<file path="src/rtl/sram_arbiter.sv">
// Arbiter/sequencer sharing a single-port synchronous SRAM between the display read
// path (priority) and the game read/write path, with a bounded game wait.
module sram_arbiter #(
    parameter int ADDRESS_WIDTH = 16,
    parameter int DATA_WIDTH    = 8,
    parameter int MAX_WAIT      = 4
) (
    input  logic                     CLK,
    input  logic                     RST_N,
    input  logic                     disp_req,
    input  logic [ADDRESS_WIDTH-1:0] disp_addr,
    output logic                     disp_gnt,
    output logic                     disp_valid,
    output logic [DATA_WIDTH-1:0]    disp_data,
    input  logic                     game_req,
    input  logic                     game_we,
    input  logic [ADDRESS_WIDTH-1:0] game_addr,
    input  logic [DATA_WIDTH-1:0]    game_wdata,
    output logic                     game_gnt,
    output logic                     game_rvalid,
    output logic [DATA_WIDTH-1:0]    game_rdata,
    output logic [ADDRESS_WIDTH-1:0] sram_address,
    output logic                     sram_enable,
    output logic [DATA_WIDTH-1:0]    sram_wdata,
    input  logic [DATA_WIDTH-1:0]    sram_rdata
);

    localparam int WAIT_W = $clog2(MAX_WAIT + 1);

    typedef enum logic [1:0] {
        TAG_NONE = 2'd0,
        TAG_DISP = 2'd1,
        TAG_GAME = 2'd2
    } tag_t;

    logic [WAIT_W-1:0]        wait_cnt_r;
    logic [WAIT_W-1:0]        wait_cnt_nxt_s;
    tag_t                     tag_r;
    tag_t                     tag_nxt_s;
    logic [ADDRESS_WIDTH-1:0] sram_address_r;
    logic [ADDRESS_WIDTH-1:0] sram_address_nxt_s;
    logic [DATA_WIDTH-1:0]    sram_wdata_r;
    logic [DATA_WIDTH-1:0]    sram_wdata_nxt_s;
    logic                     sram_enable_r;
    logic                     sram_enable_nxt_s;
    logic                     disp_valid_r;
    logic                     game_rvalid_r;
    logic                     force_game_s;
    logic                     disp_gnt_s;
    logic                     game_gnt_s;

    // Grant decision: display wins unless the game has waited MAX_WAIT cycles.
    always_comb begin
        force_game_s = game_req && (wait_cnt_r >= WAIT_W'(MAX_WAIT));
        game_gnt_s   = RST_N && game_req && (!disp_req || force_game_s);
        disp_gnt_s   = RST_N && disp_req && !force_game_s;
    end

    // Starvation counter next value, saturating at MAX_WAIT.
    always_comb begin
        wait_cnt_nxt_s = wait_cnt_r;
        if (!game_req || game_gnt_s) begin
            wait_cnt_nxt_s = {WAIT_W{1'b0}};
        end else if (wait_cnt_r != WAIT_W'(MAX_WAIT)) begin
            wait_cnt_nxt_s = wait_cnt_r + WAIT_W'(1);
        end else begin
            wait_cnt_nxt_s = wait_cnt_r;
        end
    end

    // Issue stage: address/data hold when idle so the SRAM just re-reads harmlessly.
    always_comb begin
        sram_address_nxt_s = sram_address_r;
        sram_wdata_nxt_s   = sram_wdata_r;
        sram_enable_nxt_s  = 1'b0;
        tag_nxt_s          = TAG_NONE;
        if (game_gnt_s) begin
            sram_address_nxt_s = game_addr;
            if (game_we) begin
                sram_wdata_nxt_s  = game_wdata;
                sram_enable_nxt_s = 1'b1;
                tag_nxt_s         = TAG_NONE;
            end else begin
                sram_enable_nxt_s = 1'b0;
                tag_nxt_s         = TAG_GAME;
            end
        end else if (disp_gnt_s) begin
            sram_address_nxt_s = disp_addr;
            sram_enable_nxt_s  = 1'b0;
            tag_nxt_s          = TAG_DISP;
        end else begin
            sram_enable_nxt_s = 1'b0;
            tag_nxt_s         = TAG_NONE;
        end
    end

    // State registers; clearing the tag on reset drops any read in flight.
    always_ff @(posedge CLK or negedge RST_N) begin
        if (!RST_N) begin
            wait_cnt_r     <= {WAIT_W{1'b0}};
            tag_r          <= TAG_NONE;
            sram_address_r <= {ADDRESS_WIDTH{1'b0}};
            sram_wdata_r   <= {DATA_WIDTH{1'b0}};
            sram_enable_r  <= 1'b0;
            disp_valid_r   <= 1'b0;
            game_rvalid_r  <= 1'b0;
        end else begin
            wait_cnt_r     <= wait_cnt_nxt_s;
            tag_r          <= tag_nxt_s;
            sram_address_r <= sram_address_nxt_s;
            sram_wdata_r   <= sram_wdata_nxt_s;
            sram_enable_r  <= sram_enable_nxt_s;
            disp_valid_r   <= (tag_r == TAG_DISP);
            game_rvalid_r  <= (tag_r == TAG_GAME);
        end
    end

    assign disp_gnt     = disp_gnt_s;
    assign game_gnt     = game_gnt_s;
    assign sram_address = sram_address_r;
    assign sram_wdata   = sram_wdata_r;
    assign sram_enable  = sram_enable_r;
    assign disp_valid   = disp_valid_r;
    assign game_rvalid  = game_rvalid_r;
    assign disp_data    = sram_rdata;
    assign game_rdata   = sram_rdata;

endmodule

</file>
<file path="config.mk">
export PLATFORM = sky130hd
export DESIGN_NAME = sram_arbiter
export DESIGN_NICKNAME = d
export VERILOG_FILES = /design/src/rtl/sram_arbiter.sv
export SDC_FILE = /design/constraint.sdc
export NUM_CORES = 1
export LEC_CHECK = 0
export BUFFER_PORTS_ARGS = -buffer_cell sky130_fd_sc_hd__buf_2
export CAP_MARGIN = 20
export CORE_MARGIN = 5
export CORE_UTILIZATION = 30
export CTS_CLUSTER_SIZE = 8
export DETAILED_ROUTE_END_ITERATION = 6
export PLACE_DENSITY = 0.6
export REMOVE_ABC_BUFFERS = 1
export SYNTH_ARGS = -nofsm -noshare
export SYNTH_HDL_FRONTEND = slang
export SYNTH_SLANG_ARGS = --single-unit
</file>
<file path="constraint.sdc">
create_clock -name CLK -period 1.38 [get_ports CLK]
set_input_delay 0.345 -clock CLK [delete_from_list [all_inputs] [get_ports CLK]]
set_output_delay 0.345 -clock CLK [all_outputs]
set_load 0.01 [all_outputs]
</file>
### Word-level counts from Yosys, hierarchy flattened

Cells that the tools add are included.

* $add $sub $neg: 1
* magnitude comparators: 1
* equality and inequality tests: 3
* multiplexer cells: 9
* reductions and logical operators: 13

Operators by type and width (number)
* two-way mux 16 bit: 2
* two-way mux 3 bit: 2
* logical AND 1 bit: 5
* two-way mux 2 bit: 2
* nonzero test 2 bit: 2
* adder 3 x 1 -> 3 bit (second input constant): 1
* greater-or-equal comparator 3 bit (second input constant): 1
* logical NOT 1 bit: 3
* two-way mux 1 bit: 3
* != test 3 bit (second input constant): 1
* equality test 2 x 1 -> 1 bit (second input constant): 1
* equality test 2 bit (second input constant): 1
* logical OR 1 bit: 2
* AND reduction 2 bit: 1

* bits in registers: 32
* input port bits: 53
* logic and storage cells: 34

### Longest topological paths before layout

Gate-level depths: netlist (run 1).

* word-level depth: 6
* mapped depth: 5
* gate-level depth less buffers: 5

### Worst setup path after synthesis (run 1)

OpenSTA, ideal clock, no wires.

* path kind: reg2out
* start: reg wait_cnt_r[2]
* end: out game_gnt
* arrival time: 1.122 ns
* required time: 1.035 ns
* path slack: -0.087 ns
* stages on the path, launching flop included: 5
* cells stage by stage: dfrtp_1 nor2b_1 clkbuf_1 or2_2 inv_1

* cells in the longest elaborated chain, start to end: 4

Ends and longest elaborated chain
* start: declaration: line 36 `logic [WAIT_W-1:0] wait_cnt_r;`
* start signal: assignment: line 100 `wait_cnt_r <= {WAIT_W{1'b0}};`
* start signal: assignment: line 108 `wait_cnt_r <= wait_cnt_nxt_s;`
* greater-or-equal comparator 3 bit: line 54 `force_game_s = game_req && (wait_cnt_r >= WAIT_W'(MAX_WAIT));`
* logical AND 1 bit: line 54
* logical OR 1 bit: line 55 `game_gnt_s = RST_N && game_req && (!disp_req || force_game_s);`
* logical AND 1 bit: line 55
* end: declaration: line 19 `output logic game_gnt,`

No other way between the ends.

### Final worst setup path (run 1)

Ends and elaborated chain as after synthesis.

==> results.yml, run 1 <==
global_routing:
  grt_max_degree: 33
  antenna_found_initial: 0
  grt_pass1_vias: 1390
  grt_usage: 0.1185
  overflow: 0
  grt_pass1_wl_um: 6775
final_layout:
  final_core_util: 0.4243
  nFillCells: 523
  final_cell_mix: "72 x buf_2, 32 x dfrtp_1, 17 x nor2_1"
  area_growth_pct: 34.92
  final_area_mm2: 0.002195
  drive_above_1_share: 0.5000
  mostFrequentLayoutCell: "buf_2"
  antenna_cells: 0
  layout.nets: 278
outcome:
  outcome: "finished, violations left"
  violations: "setup timing"
synth:
  seq_area_frac_synth: 0.4923
  syn_inst: 154
  synth_compound_area_frac: 0.1285
  synth.distinct_cells: 24
  avgSynthCellArea_um2: 10.56
  synth_mux_area_frac: 0.08077
  synth_top_family_by_area: "simple AND/OR/NAND/NOR gates"
  synth.cell_area_mm2: 0.001627
  ys_ff_latch: 32
  yosysWarningCount: 0
  synthSimpleGateAreaFrac: 0.1669
  synth_fa_ha_area_frac: 0.01538
  synth_xor_area_frac: 0.005385
detailed_routing:
  via_per_inst: 4.609
  avgRoutedWirePerCell_um: 13.83
  first_iter_violations: 40
  drc_errors: 0
  vias: 1355
  wirelength_um: 4066
  firstDrtPassIters: 4
  ant_nets: 0
sta:
  tns_ns: -0.1452
  rsz0062_at_grt: "yes"
  worstMarginPinSlew_ns: 0.2919
  fmax_mhz: 689.7
  finalSetupViolations: 7
  slew_headroom: 0.8054
  slew_violations: 0
  setup_ws_ns: -0.07000
  hold_viol: 0
  fin_crit_ns: 1.450
  clock_skew_ns: 0.005781
  min_period_over_period: 1.051
run:
  cap_violations: 0
cts:
  h-tree-depth: 2
  cts_sinks: 32
  cts_root_buffer: "clkbuf_8"
  clk_latency_ns: 0.28
  cts_tree: "built"
  clk_pin_slew_ns: 0.07
  cts_hold_buf: 0
  clk_path_buf_depth: 2
  cts_made_buffers: 5
die:
  rows: 26
  core-area_mm2: 0.005172
  start_util: 0.3145
  dieHeight_um: 83.64
  die_area_mm2: 0.006995
  die_w_um: 83.64
  ios: 98
power_and_ir_drop:
  power_density_mw_per_mm2: 1233
  total_power_w: 0.002707
  p_leak_nw: 1.084
  vdd_drop_max_mv: 0.4013
critical_path:
  endpoint_kind: "output port"
  required_ns: 1.03
  worstPathArrival_ns: 1.11
  worstSetupStartpointType: "flip-flop"
  critPathKind: "flip-flop to output port"
  crit_fanout: 3
min_path:
  hold_class: "input port to async pin"
placement:
  dpl.hpwl_um: 3169
  placed_area_mm2: 0.002034
  place_congestion: 0.7397
  portBuffers: 73
## where the power goes
group	internal (W)	switching [W]	total [W]
registers	0.00107	0.0000722	0.00114
clock network	0.000637	0.000336	0.000973
logic	0.000316	0.000276	0.000592
total	0.00202	0.000684	0.00271
## worst max-delay path, cell delays in order, from the launching register on
cell and delay (ns):
dfrtp_1 0.39, nor2b_2 0.15, or2_4 0.14, inv_2 0.03, buf_6 0.11
## logic make-up after synthesis
family | Yosys count
compound gates | 36
flops | 32
xor+xnor | 1
mux | 9
buf+inv | 30
fa+ha+maj | 2
simple gates | 44
## layout make-up
cell class,instances,area (um^2),share of cell area
clock inverters,1,30.03,0.01368
clock buffers,7,96.34,0.04390
well taps,70,87.58,0.03991
multi-input cells,92,656.9,0.2993
flip-flops and latches,32,800.8,0.3649
repair buffers,88,508.0,0.2315
inverters,4,15.01,0.006842
## worst paths after layout
kind	start	endpoint	slack (ns)	cells past startpoint
worst max-delay path	wait_cnt_r[2]$_DFFE_PN0P_	game_gnt	-0.07	4
worst min register to register	tag_r[0]$_DFF_PN0_	game_rvalid$_DFF_PN0_	0.41	1
min in group CLK	game_wdata[2]	sram_wdata[2]$_DFFE_PN0P_	0.30	2
worst min-delay path	RST_N	sram_address[8]$_DFFE_PN0P_	0.009	2
worst max register to register	wait_cnt_r[2]$_DFFE_PN0P_	sram_wdata[6]$_DFFE_PN0P_	0	4
max in group asynchronous	RST_N	disp_valid$_DFF_PN0_	0.85	3
## registers in the layout, summed over array words and instances (netlist names)
register	count
tag_r	2
wait_cnt_r	3
disp_valid	1
sram_wdata	8
sram_address	16
sram_enable	1
game_rvalid	1
## cells in the mapped netlist
| cell type | n | area share |
|---|---|---|
| or3b_1 | 15 | 0.081 |
| nand2_1 | 2 | 0.0046 |
| ha_1 | 2 | 0.015 |
| or3b_2 | 2 | 0.011 |
| inv_1 | 4 | 0.0092 |
| xnor2_1 | 1 | 0.0054 |
| o2111a_1 | 1 | 0.0069 |
| mux2_2 | 1 | 0.0069 |
| nand2_2 | 1 | 0.0038 |
| a21oi_1 | 2 | 0.0062 |
| buf_1 | 1 | 0.0023 |
| dfrtp_1 | 32 | 0.49 |
| nor2b_1 | 3 | 0.012 |
| nor2_1 | 17 | 0.039 |
| clkbuf_1 | 8 | 0.018 |
| mux2_4 | 8 | 0.074 |
| buf_6 | 1 | 0.0069 |
| a31oi_1 | 16 | 0.062 |
| and3_1 | 2 | 0.0077 |
| buf_4 | 16 | 0.074 |
| o21ai_0 | 16 | 0.049 |
| o21a_1 | 1 | 0.0046 |
| nand3b_1 | 1 | 0.0046 |
| or2_2 | 1 | 0.0038 |
## layer usage
| layer | up-vias | track usage | part of all wire |
|---|---|---|---|
| li1 | 669 | - | - |
| met1 | 614 | 0.1361 | 0.44 |
| met2 | 68 | 0.1894 | 0.45 |
| met3 | 4 | 0.05923 | 0.096 |
| met4 | 0 | 0.04386 | 0.012 |
| met5 | - | 0 | 0 |
## timing repair
action / CTS / global route
cloned: 0 / 0
endpoints found under the setup margin: 10 / 23
setup buffers: 1 / 0
pin swaps: 4 / 6
resized for setup: 5 / 2
## per-stage QoR
step | worst slack [ns] | std cells | hold slack [ns]
6_report | -0.07000 | 294 | 0.009276
3_3_place_gp | -0.2171 | 285 | 0.3153
5_1_grt | -0.1278 | 294 | 0.01947
3_5_place_dp | -0.2321 | 285 | 0.3143
2_1_floorplan | -0.7978 | 128 | 0.04941
4_1_cts | -0.08812 | 294 | 0.005350
Power figures use the tool's default switching activity.
==> run 2: changes to the inputs <==
--- a/config.mk
+++ b/config.mk
@@ -12,6 +12,7 @@
 export CTS_CLUSTER_SIZE = 8
 export DETAILED_ROUTE_END_ITERATION = 6
 export PLACE_DENSITY = 0.6
+export RECOVER_POWER = 100
 export REMOVE_ABC_BUFFERS = 1
 export SYNTH_ARGS = -nofsm -noshare
 export SYNTH_HDL_FRONTEND = slang
==> run 2 against run 1 <==
Effect of this change: the flow still finishes with violations (setup timing); sequential share of layout area up 0.76 points; die area unchanged; utilization down 0.87 points; non-clock buffer count unchanged; combinational power down 6.1%; maximum frequency up 0.32%; global-route usage unchanged; flip-flop and latch count unchanged; final cell count unchanged; register-to-register slack about the same.
==> results.yml, run 2 (synthesis gave the netlist of run 1 again) <==
critical_path:
  crit_family: "flip-flops"
  worstSetupStartpointType: "flip-flop"
  critPathMaxStageDelay_ns: 0.39
  worstPathCellList: "buf_4, a21oi_1, buf_2"
  worstPathArrival_ns: 1.10
  critPathKind: "flip-flop to output port"
  path_buf_inv: 2
  r2r_start: "wait_cnt_r[2]$_DFFE_PN0P_"
  crit_fanout: 5
  endpoint_kind: "output port"
  required_ns: 1.03
  crit_slowest_cell: "dfrtp_1"
  cp-startpoint: "wait_cnt_r[2]$_DFFE_PN0P_"
die:
  start_util: 0.3145
  core-area_mm2: 0.005172
  ios: 98
  dieHeight_um: 83.64
  die_w_um: 83.64
  rows: 26
  die_area_mm2: 0.006995
sta:
  setup_ws_ns: -0.06536
  min_period_over_period: 1.047
  rsz0062_at_grt: "yes"
  fin_crit_ns: 1.445
  slew_violations: 0
  hold_viol: 0
  worstMarginPinSlew_ns: 0.5666
  hold_ws_ns: 0.05730
  finalSetupViolations: 5
  clock_skew_ns: 0.005894
  fmax_mhz: 691.9
  slew_headroom: 0.6223
global_routing:
  grt_pass1_vias: 1390
  antenna_found_initial: 0
  grt_pass1_wl_um: 6775
  overflow: 0
  grt_usage: 0.1185
  grt_max_degree: 33
power_and_ir_drop:
  vdd_drop_max_mv: 0.3861
  pwr-share-seq: 0.429
  total_power_w: 0.002674
  switching_share: 0.2575
  p_sw_w: 0.0006885
  internal_power_w: 0.001986
  clock_power_share: 0.363
  power_density_mw_per_mm2: 1244
  p_leak_nw: 0.9991
  combPwrFrac: 0.208
final_layout:
  antenna_cells: 0
  area_growth_pct: 32.15
  layout.nets: 278
  fin_cells: 294
  nFillCells: 545
  final_cell_mix: "44 x buf_2, 32 x dfrtp_1, 30 x clkbuf_1"
  largest_reg_flops: 16
  drive_above_1_share: 0.3661
  final_area_mm2: 0.002150
  mostFrequentLayoutCell: "buf_2"
placement:
  dp_slack_ns: -0.2321
  dpl.hpwl_um: 3169
  portBuffers: 73
  placed_area_mm2: 0.002034
  dp_cells: 285
  place_congestion: 0.7397
outcome:
  violations: "setup timing"
  outcome: "finished, violations left"
cts:
  clk_pin_slew_ns: 0.07
  clk_path_buf_depth: 2
  cts_sinks: 32
  cts_made_buffers: 5
  cts_root_buffer: "clkbuf_8"
  cts_tree: "built"
  clk_latency_ns: 0.28
  h-tree-depth: 2
detailed_routing:
  firstDrtPassIters: 4
  vias: 1348
  via_per_inst: 4.585
  drc_errors: 0
  avgRoutedWirePerCell_um: 13.98
  wirelength_um: 4109
  first_iter_violations: 47
  ant_nets: 0
run:
  cap_violations: 0
min_path:
  hold_class: "input port to async pin"
-- run 2: power by group through the flow --
stage                     clock (W)  sequential, W  combinational (W)
after floorplan                   0        0.00121           0.000231
after detailed placement          0        0.00116           0.000593
after CTS                   0.00101        0.00114           0.000602
after global routing        0.00105        0.00117           0.000622
final                      0.000971        0.00115           0.000556
after global placement            0        0.00116           0.000581
-- run 2: timing repair --
item | in CTS | in global routing
pin swaps | 4 | 6
resized for setup | 5 | 2
setup buffers | 1 | 0
endpoints found under the setup margin | 10 | 23
hold buffers | 0 | 0
-- run 2: layer usage --
layer | part of all wire | vias up | track usage | wire [um]
met3 | 0.099 | 4 | 0.05923 | 408
met2 | 0.45 | 69 | 0.1894 | 1838
met1 | 0.44 | 609 | 0.1361 | 1812
met4 | 0.012 | 0 | 0.04386 | 49
met5 | 0 | - | 0 | 0
li1 | - | 666 | - | -
-- run 2: area by class of cell --
cell class              instances  area [um^2]  share of cell area
flip-flops and latches         32        800.8              0.3725
multi-input cells              92        656.9              0.3056
repair buffers                 88        462.9              0.2154
clock buffers                   7        96.34             0.04482
well taps                      70        87.58             0.04075
clock inverters                 1        30.03             0.01397
inverters                       4        15.01            0.006985
-- run 2: through the flow --
stage | TNS (ns) | util
after floorplan | -13.69 | -
after global placement | -2.338 | 0.3933
after detailed placement | -2.750 | 0.3933
after CTS | -0.2195 | 0.4224
after global routing | -0.7643 | 0.4156
final | -0.1331 | 0.4156
-- run 2: worst paths after layout --
path                            cells past startpoint  slack (ns)                           to
worst max-delay path                                3       -0.07                     disp_gnt
worst min-delay path                                2        0.06  sram_address[8]$_DFFE_PN0P_
worst max register to register                      4           0    sram_wdata[5]$_DFFE_PN0P_
worst min register to register                      1        0.41        game_rvalid$_DFF_PN0_
max in group asynchronous                           3        0.55         disp_valid$_DFF_PN0_
min in group CLK                                    2        0.30    sram_wdata[2]$_DFFE_PN0P_
==> run 3: changes to the inputs <==
--- a/config.mk
+++ b/config.mk
@@ -7,11 +7,13 @@
 export LEC_CHECK = 0
 export BUFFER_PORTS_ARGS = -buffer_cell sky130_fd_sc_hd__buf_2
 export CAP_MARGIN = 20
+export CELL_PAD_IN_SITES_DETAIL_PLACEMENT = 1
+export CELL_PAD_IN_SITES_GLOBAL_PLACEMENT = 2
 export CORE_MARGIN = 5
-export CORE_UTILIZATION = 30
+export CORE_UTILIZATION = 22
 export CTS_CLUSTER_SIZE = 8
 export DETAILED_ROUTE_END_ITERATION = 6
-export PLACE_DENSITY = 0.6
+export PLACE_DENSITY = 0.75
 export RECOVER_POWER = 100
 export REMOVE_ABC_BUFFERS = 1
 export SYNTH_ARGS = -nofsm -noshare
==> run 3 against run 2 <==
Effect of this change: non-clock buffer count stayed put; setup slack worse by 0.018 ns; the run still ends with setup timing left; highest routed layer unchanged; utilization shrank 11 points.
==> results.yml, run 3 (synthesis gave the netlist of run 1 again) <==
cts:
  cts_hold_buf: 0
  cts_sinks: 32
  cts_tree: "built"
  cts_made_buffers: 5
  cts_root_buffer: "clkbuf_8"
  clk_path_buf_depth: 2
  clk_pin_slew_ns: 0.07
  h-tree-depth: 2
  clk_latency_ns: 0.28
critical_path:
  r2r_start: "wait_cnt_r[2]$_DFFE_PN0P_"
  worstReg2RegEnd: "sram_address[1]$_DFFE_PN0P_"
  worstSetupStartpointType: "flip-flop"
  crit_fanout: 5
  reg2reg_depth: 5
  critPathKind: "flip-flop to output port"
  endpoint_kind: "output port"
  worstPathArrival_ns: 1.12
  rrSetupSlack_ns: -0.01
  required_ns: 1.03
detailed_routing:
  drc_errors: 0
  firstDrtPassIters: 3
  ant_nets: 0
  wirelength_um: 4380
  first_iter_violations: 22
  vias: 1351
  avgRoutedWirePerCell_um: 13.56
  via_per_inst: 4.183
global_routing:
  grt_max_degree: 33
  grt_pass1_vias: 1469
  grt_usage: 0.09971
  overflow: 0
  grt_pass1_wl_um: 7107
  antenna_found_initial: 0
sta:
  slew_violations: 0
  slew_headroom: 0.6586
  worstMarginPinSlew_ns: 0.5121
  rsz0062_at_grt: "yes"
  finalSetupViolations: 8
  clock_skew_ns: 0.004499
  tns_ns: -0.1588
  hold_ws_ns: 0.04403
  min_period_over_period: 1.060
  hold_viol: 0
  fin_crit_ns: 1.463
  fmax_mhz: 683.4
  setup_ws_ns: -0.08325
placement:
  dp_cells: 313
  place_congestion: 0.7045
  dp_slack_ns: -0.2507
  dpl.hpwl_um: 3342
  portBuffers: 73
final_layout:
  area_growth_pct: 35.08
  mostFrequentLayoutCell: "buf_2"
  antenna_cells: 0
  final_cell_mix: "45 x buf_2, 32 x dfrtp_1, 27 x clkbuf_1"
  fin_cells: 323
  layout.nets: 278
  drive_above_1_share: 0.3839
  largest_reg_flops: 16
outcome:
  outcome: "finished, violations left"
  violations: "setup timing"
die:
  ios: 98
  core-area_mm2: 0.007214
  start_util: 0.2255
  die_w_um: 95.99
  die_area_mm2: 0.009213
  rows: 31
  dieHeight_um: 95.99
power_and_ir_drop:
  power_density_mw_per_mm2: 1226
  vdd_drop_max_mv: 0.3288
  p_leak_nw: 1.011
run:
  cap_violations: 0
min_path:
  hold_class: "input port to async pin"
[run 3: changes by cell type in the layout (fill, tap and decap cells not counted), moves of 2 or more]
cell | previous run | this run
clkbuf_1 | 30 | 27
buf_6 | 4 | 2
clkbuf_2 | 1 | 3
or3b_4 | 0 | 2
[run 3: worst max path at each step]
stage	from	end	slack [ns]	cells after the start
floorplan	wait_cnt_r[2]$_DFFE_PN0P_	sram_wdata[0]$_DFFE_PN0P_	-0.80	3
global placement	disp_req	sram_wdata[0]$_DFFE_PN0P_	-0.23	5
detailed placement	disp_req	sram_wdata[0]$_DFFE_PN0P_	-0.25	5
CTS	wait_cnt_r[2]$_DFFE_PN0P_	disp_gnt	-0.09	3
global route	wait_cnt_r[2]$_DFFE_PN0P_	disp_gnt	-0.14	3
finish	wait_cnt_r[2]$_DFFE_PN0P_	disp_gnt	-0.08	3
[run 3: metrics by stage]
step                power, W    util  cell area (um^2)
finish              0.002695  0.3045              2197
global route        0.002857  0.3045              2197
CTS                 0.002773  0.3085              2226
detailed placement  0.001754  0.2860              2063
global placement    0.001740  0.2860              2063
floorplan           0.001444       -              1461
[run 3: worst max-delay path, stage by stage, from the launching register on]
cell	delay [ns]
dfrtp_1	0.39
buf_4	0.16
a21oi_2	0.15
buf_2	0.15
[run 3: power breakdown]
group,internal (W),switching [W],total [W]
Sequential,0.00107,0.0000704,0.00114
Clock,0.000637,0.000345,0.000982
Combinational,0.000286,0.000287,0.000572
[run 3: metal layers]
metal  track usage  vias up  wire (um)
met2        0.1518       73       2007
met4       0.02488        0         42
met1        0.1203      612       1837
met5             0        -          0
met3       0.05786        6        493
li1              -      660          -
[run 3: cell type report]
| type | instances | area [um^2] |
|---|---|---|
| multi-input combinational | 92 | 659.4 |
| timing repair buffer | 88 | 471.7 |
| tap | 99 | 123.9 |
| clock buffer | 7 | 96.34 |
| sequential | 32 | 800.8 |
| inverter | 4 | 15.01 |
| clock inverter | 1 | 30.03 |
| fill | 888 | 5017 |
[run 3: what timing repair did]
item,in CTS,in global routing
endpoints found under the hold margin,0,0
gates resized for setup,8,2
setup buffers,1,1
pin swaps,3,21
endpoints found under the setup margin,10,25
